`config.mk`:
```
export PLATFORM = sky130hd
export DESIGN_NAME = shift_add_mult_ctrl
export DESIGN_NICKNAME = d
export VERILOG_FILES = /design/src/rtl/mult_ctrl_pkg.sv /design/src/rtl/partIII.sv /design/src/rtl/shift_add_mult_ctrl.sv
export SDC_FILE = /design/constraint.sdc
export NUM_CORES = 1
export LEC_CHECK = 0
export CORE_MARGIN = 5
export CORE_UTILIZATION = 55
export CTS_BUF_LIST = sky130_fd_sc_hd__clkbuf_8 sky130_fd_sc_hd__clkbuf_16
export DETAILED_ROUTE_END_ITERATION = 7
export PLACE_DENSITY = 0.9
export REMOVE_ABC_BUFFERS = 1
export SKIP_CTS_REPAIR_TIMING = 1
export SLEW_MARGIN = 20
export SYNTH_ARGS = -nofsm -noshare
export SYNTH_HDL_FRONTEND = slang
export SYNTH_HIERARCHICAL = 1
export SYNTH_SLANG_ARGS = --single-unit
```
`constraint.sdc`:
```
create_clock -name clk -period 6.38 [get_ports clk]
set_input_delay 1.276 -clock clk [delete_from_list [all_inputs] [get_ports clk]]
set_output_delay 1.276 -clock clk [all_outputs]
set_load 0.02 [all_outputs]
```
`src/rtl/mult_ctrl_pkg.sv`:
```
// Shared definitions for the shift-and-add multiplier controller:
// FSM state encoding and the iteration-counter width helper.
package mult_ctrl_pkg;

    typedef enum logic [1:0] {
        IDLE = 2'd0,
        RUN  = 2'd1,
        DONE = 2'd2
    } state_t;

    // Width of the iteration counter for a k-bit multiplier (counts 0..k-1).
    function automatic int count_w(input int k);
        return (k <= 2) ? 1 : $clog2(k);
    endfunction

endpackage

```
`src/rtl/partIII.sv`:
```
// K-bit ripple-carry adder built from a chain of full adders.
// Produces the unsigned sum and carry-out, plus a signed-overflow flag.
module partIII #(
    parameter int K = 8
) (
    input  logic [K-1:0] a,
    input  logic [K-1:0] b,
    input  logic         carry_in,
    output logic [K-1:0] sum,
    output logic         carry_out,
    output logic         overflow
);

    logic [K:0] carry;

    assign carry[0] = carry_in;

    // One full adder per bit; the carry ripples from bit 0 upward.
    for (genvar i = 0; i < K; i++) begin : g_fa
        assign sum[i]     = a[i] ^ b[i] ^ carry[i];
        assign carry[i+1] = (a[i] & b[i]) | (carry[i] & (a[i] ^ b[i]));
    end

    assign carry_out = carry[K];
    // Signed overflow: carry into the sign bit differs from carry out of it.
    assign overflow  = carry[K] ^ carry[K-1];

endmodule

```
`src/rtl/shift_add_mult_ctrl.sv`:
```
// Multi-cycle unsigned KxK -> 2K multiplier. A single partIII adder is
// reused every cycle: one conditional add of the multiplicand into the high
// half, then a right shift of {carry, hi, lo}. K steps per product.
module shift_add_mult_ctrl
    import mult_ctrl_pkg::*;
#(
    parameter int K = 8
) (
    input  logic           clk,
    input  logic           reset,
    input  logic           start,
    input  logic [K-1:0]   a,
    input  logic [K-1:0]   b,
    output logic           busy,
    output logic           done,
    output logic [2*K-1:0] product,
    output logic           overflow_indicator
);

    localparam int                  COUNT_W = count_w(K);
    localparam logic [COUNT_W-1:0]  LAST    = COUNT_W'(K - 1);

    state_t             state;
    state_t             state_next;
    logic               load;
    logic               step;
    logic               finish;

    logic [K-1:0]       mcand;
    logic [K-1:0]       hi;
    logic [K-1:0]       lo;
    logic [COUNT_W-1:0] count;

    logic [K-1:0]       addend;
    logic [K-1:0]       sum;
    logic               carry;
    logic [2*K-1:0]     shifted;

    // The current multiplier bit selects whether the multiplicand is added.
    assign addend  = lo[0] ? mcand : '0;
    assign shifted = {carry, sum, lo[K-1:1]};
    assign busy    = (state != IDLE);

    // The adder's signed overflow has no meaning for unsigned products.
    partIII #(.K(K)) u_adder (
        .a         (hi),
        .b         (addend),
        .carry_in  (1'b0),
        .sum       (sum),
        .carry_out (carry),
        .overflow  ()
    );

    // Next-state and per-cycle control decode.
    always_comb begin
        // NOTE: every output of this block gets a default first, so no path
        // leaves a signal unassigned and no latch is inferred.
        state_next = state;
        load       = 1'b0;
        step       = 1'b0;
        finish     = 1'b0;
        case (state)
            IDLE: begin
                if (start) begin
                    load       = 1'b1;
                    state_next = RUN;
                end
            end
            RUN: begin
                step = 1'b1;
                if (count == LAST) begin
                    finish     = 1'b1;
                    state_next = DONE;
                end
            end
            DONE:    state_next = IDLE;
            default: state_next = IDLE;
        endcase
    end

    // State register; reset wins over any pending transition.
    always_ff @(posedge clk) begin
        if (reset) state <= IDLE;
        else       state <= state_next;
    end

    // Datapath registers: capture operands, iterate, publish the result.
    always_ff @(posedge clk) begin
        // NOTE: every register here is plain flops (no RAM), so all of them
        // are cleared on reset; a mid-run reset leaves no partial residue.
        if (reset) begin
            mcand              <= '0;
            hi                 <= '0;
            lo                 <= '0;
            count              <= '0;
            product            <= '0;
            overflow_indicator <= 1'b0;
            done               <= 1'b0;
        end else begin
            // NOTE: non-blocking assignments so every register samples the
            // pre-edge values, matching the hardware's simultaneous update.
            done <= finish;
            if (load) begin
                mcand <= a;
                lo    <= b;
                hi    <= '0;
                count <= '0;
            end
            if (step) begin
                {hi, lo} <= shifted;
                if (!finish) count <= count + COUNT_W'(1);
            end
            if (finish) begin
                product            <= shifted;
                overflow_indicator <= |shifted[2*K-1:K];
            end
        end
    end

endmodule

```
==> results of run 1 <==
worst max-delay path, stage by stage (launching register included):
cell and delay, ns:
dfxtp_1 0.39, and2_1 0.21, fa_1 0.38, inv_1 0.08
fa_1 0.16, inv_1 0.05, fa_1 0.37, fa_1 0.39
fa_1 0.39, fa_1 0.39, fa_1 0.36, inv_1 0.08
fa_1 0.41, inv_1 0.10, nor4_1 0.05, and4_1 0.18
nor3_1 0.12
metal layers:
metal | wire length, µm | share of wire [%]
met1 | 1740 | 43
met2 | 1940 | 48
met3 | 291 | 7.2
met4 | 65 | 1.6
met5 | 0 | 0
registers in the layout, summed over array words and instances (netlist names):
name,flops
lo,8
overflow_indicator,1
state,2
mcand,8
product,16
count,3
done,1
hi,8
where the power goes:
part / internal, mW / leakage, nW / total, mW / switching (mW)
Sequential: 0.303 / 0.382 / 0.310 / 0.00727
Combinational: 0.0246 / 0.525 / 0.0559 / 0.0313
Clock: 0.0972 / 0.0557 / 0.190 / 0.0932
Total: 0.425 / 0.963 / 0.556 / 0.132
metrics by stage:
step	instance area (µm²)	instances	setup WS [ns]	power [mW]
after global placement	2370	284	2.33	0.371
after global routing	2470	292	2.00	0.579
after CTS	2470	292	2.22	0.561
final	2470	292	2.21	0.556
after detailed placement	2370	284	2.21	0.373
after floorplan	1930	197	2.45	0.346
path summary, 6_finish.rpt:
check | startpoint | endpoint | slack (ns) | cells after the start
max | lo[0]$_SDFFE_PP0P_ | overflow_indicator$_SDFFE_PP0N_ | 2.21 | 16
min | mcand[4]$_SDFFE_PP0P_ | mcand[4]$_SDFFE_PP0P_ | 0.45 | 2
max reg2reg | lo[0]$_SDFFE_PP0P_ | overflow_indicator$_SDFFE_PP0N_ | 2.21 | 16
min reg2reg | mcand[4]$_SDFFE_PP0P_ | mcand[4]$_SDFFE_PP0P_ | 0.45 | 2
cell usage in the layout, fill, tap and decap left out, types with 2 or more instances in the layout:
cell type / count
dfxtp_1: 47
nand2_1: 40
clkdlybuf4s50_1: 37
a21oi_1: 18
a22o_1: 16
inv_1: 11
nand3_1: 9
and2_1: 8
nor2_1: 8
a311oi_1: 8
fa_1: 8
clkbuf_8: 7
nand2b_1: 3
nand4b_1: 2
o21ai_0: 2
nor4_1: 2
ha_1: 2
buf_4: 2
final cells by class:
cell class / count / share of cell area (%)
Clock buffer: 7 / 3.90
Timing Repair Buffer: 39 / 15.6
Inverter: 10 / 1.52
Multi-Input combinational cell: 140 / 38.3
Clock inverter: 1 / 0.152
Tap cell: 48 / 2.43
Sequential cell: 47 / 38.1
==> results.json, run 1 <==
{
  "antenna_found_initial": 0,
  "tightest_slew_ns": 0.780,
  "cts_buffers": 5,
  "rsz0062_at_grt": "no",
  "clock_latency_ns": 0.30,
  "io_pins": 38,
  "hold_slack_ns": 0.451,
  "grt_use_total_pct": 17.5,
  "setup-violations-final": 0,
  "gp_congestion": 0.831,
  "syn_to_final_growth_pct": 22.5,
  "regArea_um2": 941,
  "hold_viol_final": 0,
  "wl_per_cell_um": 13.8,
  "grt_pass1_wl_mm": 6.93,
  "die_h_um": 70.6,
  "power.density_mw_per_mm2": 225,
  "ys.warnings.count": 6,
  "syn_inst": 212,
  "grt.met1_usage_pct": 19.9,
  "clk_pin_slew_ns": 0.08,
  "ir_drop_mv": 0.118,
  "initial_utilization_pct": 55.9,
  "grt.overflow.total": 0,
  "rows": 22,
  "fp.dieArea_mm2": 0.00498,
  "drt-total-wl_mm": 4.03,
  "cp_max_fo": 9,
  "viasPerCell": 5.41,
  "required_ns": 6.61,
  "drive_gt1_share_pct": 6.56,
  "dieWidth_um": 70.6,
  "finalCriticalPeriod_ns": 4.17,
  "slew_viol_final": 0,
  "route.vias.total": 1580,
  "n_fill_cell": 289,
  "io_buffer_count": 37,
  "status": "finished, final reports clean",
  "nNetsFinal": 272,
  "htreeDepth": 2,
  "finClkSkew_ns": 0.00588,
  "start_kind": "register",
  "drc": 0,
  "setup_tns_ns": 0,
  "grt_pass1_vias": 1533,
  "gr-max-usage-layer": "met2",
  "critPathKind": "reg -> reg",
  "slew_headroom_pct": 48.0,
  "ctsLongestPathBuffers": 2,
  "fin_util_pct": 68.5,
  "diodes": 0,
  "clock-sinks": 47,
  "critPathCaptureType": "register",
  "cts_root_buffer": "clkbuf_8",
  "syn_avg_cell_area_um2": 9.51,
  "max_cap_viol_count": 0,
  "fmax_mhz": 240,
  "global_route.usage.met2_pct": 30.5,
  "drt_iter0_drc": 124,
  "fin_crit_sh_pct": 65.3,
  "multiInputGateArea_um2": 947,
  "cts_tree": "done",
  "hp-class": "reg -> reg",
  "first_pass_iters": 4,
  "post-dp-hpwl_mm": 2.78,
  "grtUsageMet3_pct": 5.40,
  "core_mm2": 0.00361,
  "crit_arrival_ns": 4.40,
  "grt_max_degree": 35,
  "syn_area_mm2": 0.00202,
  "p_leak_nw": 0.963,
  "final_antenna_net_count": 0
}
(Power assumes the default switching activity.)
==> run 2, diff against run 1 <==
--- a/config.mk
+++ b/config.mk
@@ -6,10 +6,10 @@
 export NUM_CORES = 1
 export LEC_CHECK = 0
 export CORE_MARGIN = 5
-export CORE_UTILIZATION = 55
+export CORE_UTILIZATION = 46
 export CTS_BUF_LIST = sky130_fd_sc_hd__clkbuf_8 sky130_fd_sc_hd__clkbuf_16
 export DETAILED_ROUTE_END_ITERATION = 7
-export PLACE_DENSITY = 0.9
+export PLACE_DENSITY = 0.81
 export REMOVE_ABC_BUFFERS = 1
 export SKIP_CTS_REPAIR_TIMING = 1
 export SLEW_MARGIN = 20
==> constraint.sdc (replaced) <==
create_clock -name clk -period 3.65 [get_ports clk]
set_input_delay 0.73 -clock clk [delete_from_list [all_inputs] [get_ports clk]]
set_output_delay 0.73 -clock clk [all_outputs]
set_load 0.02 [all_outputs]
==> results.json, run 2 (synthesis gave the netlist of run 1 again) <==
{
  "gp_congestion": 0.865,
  "antenna_found_initial": 0,
  "fin_crit_sh_pct": 102,
  "dpl-instance-area_mm2": 0.00241,
  "dpl_worst_slack_ns": -0.380,
  "cts_buffers": 5,
  "swShare_pct": 25.0,
  "met1Wirelength_mm": 1.93,
  "p_int_mw": 0.704,
  "fp.dieArea_mm2": 0.00581,
  "final_antenna_net_count": 0,
  "critPathCaptureType": "register",
  "critPathKind": "reg -> reg",
  "syn_to_final_growth_pct": 24.5,
  "clock-sinks": 47,
  "p_clk_share_pct": 31.2,
  "rsz0062_at_grt": "yes",
  "grt_use_total_pct": 14.9,
  "n_fill_cell": 403,
  "first_pass_iters": 4,
  "grt_max_degree": 29,
  "hold_viol_final": 0,
  "io_buffer_count": 37,
  "start_kind": "register",
  "comb_power_share_pct": 11.2,
  "fin_util_pct": 58.5,
  "slew_viol_final": 0,
  "largest_register": "product",
  "violations": "negative setup slack",
  "hp-class": "reg -> reg",
  "cts_root_buffer": "clkbuf_8",
  "rows": 24,
  "fmax_mhz": 268,
  "finalCriticalPeriod_ns": 3.73,
  "cp_max_fo": 2,
  "dr_wl_met3_um": 261,
  "ir_drop_mv": 0.165,
  "finClkSkew_ns": 0.00727,
  "grt_pass1_vias": 1531,
  "slew_headroom_pct": 44.7,
  "route.vias.total": 1584,
  "final_area_mm2": 0.00251,
  "max_cap_viol_count": 0,
  "layout_commonest_cell": "dfxtp_1",
  "crit_arrival_ns": 3.96,
  "initial_utilization_pct": 47.0,
  "dr_wl_met2_mm": 2.07,
  "clk_pin_slew_ns": 0.08,
  "grt.overflow.total": 0,
  "required_ns": 3.88,
  "p_switching_mw": 0.235,
  "post-dp-hpwl_mm": 2.98,
  "drc": 0,
  "nNetsFinal": 276,
  "io_pins": 38,
  "viasPerCell": 5.28,
  "dieWidth_um": 76.2,
  "most-common-layout-cells": "46 x dfxtp_1, 40 x nand2_1, 37 x clkdlybuf4s50_1",
  "die_h_um": 76.2,
  "drive_gt1_share_pct": 12.5,
  "setup-violations-final": 2,
  "htreeDepth": 2,
  "power.density_mw_per_mm2": 374,
  "final.setup.worst_slack_ns": -0.0766,
  "clock_latency_ns": 0.30,
  "setup_tns_ns": -0.0963,
  "core_mm2": 0.00429,
  "grt_pass1_wl_mm": 7.10,
  "drt_iter0_drc": 76,
  "p_leak_nw": 0.965,
  "drt-total-wl_mm": 4.35,
  "tightest_slew_ns": 0.830,
  "cts_tree": "done",
  "status": "finished with violations",
  "ctsLongestPathBuffers": 2,
  "largest_reg_flops": 16,
  "sequentialPowerShare_pct": 57.6,
  "diodes": 0,
  "wl_per_cell_um": 14.5,
  "highest_layer": "met4"
}
-- run 2: changes by cell type in the layout (fill, tap and decap cells not counted), sizes merged --
cell | before | now
inv | 11 | 12
clkinv | 0 | 1
clkbuf | 7 | 5
buf | 2 | 6
-- run 2: per-layer routing --
metal / GRT usage [%] / vias up
met5: 0 / -
met2: 25.3 / 47
li1: - / 791
met4: 5.42 / 0
met1: 17.6 / 738
met3: 4.73 / 8
-- run 2: worst paths after layout --
| check | cells past startpoint | slack (ns) | end | from |
|---|---|---|---|---|
| max | 16 | -0.08 | overflow_indicator$_SDFFE_PP0N_ | lo[0]$_SDFFE_PP0P_ |
| max reg2reg | 16 | -0.08 | overflow_indicator$_SDFFE_PP0N_ | lo[0]$_SDFFE_PP0P_ |
| min | 2 | 0.45 | mcand[5]$_SDFFE_PP0P_ | mcand[5]$_SDFFE_PP0P_ |
| min reg2reg | 2 | 0.45 | mcand[5]$_SDFFE_PP0P_ | mcand[5]$_SDFFE_PP0P_ |
-- run 2: critical path, cell delays in order (launching register included) --
cell,delay [ns]
dfxtp_2,0.33
and2_4,0.15
fa_2,0.35
inv_2,0.06
fa_1,0.15
inv_1,0.05
fa_2,0.33
fa_2,0.34
fa_2,0.35
fa_2,0.34
fa_2,0.34
inv_2,0.06
fa_1,0.42
inv_2,0.07
nor4_1,0.04
and4_1,0.19
nor3_2,0.09
-- run 2: cell type report --
cell class	count	area, µm²	area share (%)
tap	52	65.1	2.59
sequential	47	942	37.5
clock inverter	3	12.5	0.498
multi-input combinational	140	970	38.6
timing repair buffer	43	415	16.5
clock buffer	5	68.8	2.74
inverter	10	37.5	1.49
-- run 2: power groups by stage --
stage	combinational (mW)	sequential, mW	clock, mW
floorplan	0.0544	0.550	0
global placement	0.101	0.551	0
detailed placement	0.103	0.552	0
CTS	0.104	0.540	0.297
global route	0.117	0.543	0.325
finish	0.105	0.540	0.293
-- run 2: through the flow --
| step | instances | hold WS, ns | total power [mW] |
|---|---|---|---|
| after floorplan | 197 | 0.426 | 0.605 |
| after global placement | 292 | 0.438 | 0.652 |
| after detailed placement | 292 | 0.443 | 0.656 |
| after CTS | 300 | 0.455 | 0.941 |
| after global routing | 300 | 0.477 | 0.984 |
| final | 300 | 0.454 | 0.939 |
==> run 3, diff against run 2 <==
--- a/config.mk
+++ b/config.mk
@@ -5,6 +5,7 @@
 export SDC_FILE = /design/constraint.sdc
 export NUM_CORES = 1
 export LEC_CHECK = 0
+export ABC_CLOCK_PERIOD_IN_PS = 3650
 export CORE_MARGIN = 5
 export CORE_UTILIZATION = 46
 export CTS_BUF_LIST = sky130_fd_sc_hd__clkbuf_8 sky130_fd_sc_hd__clkbuf_16
==> results of run 3 <==
No change in the layout: final DEF, timing and power equal those of run 2.
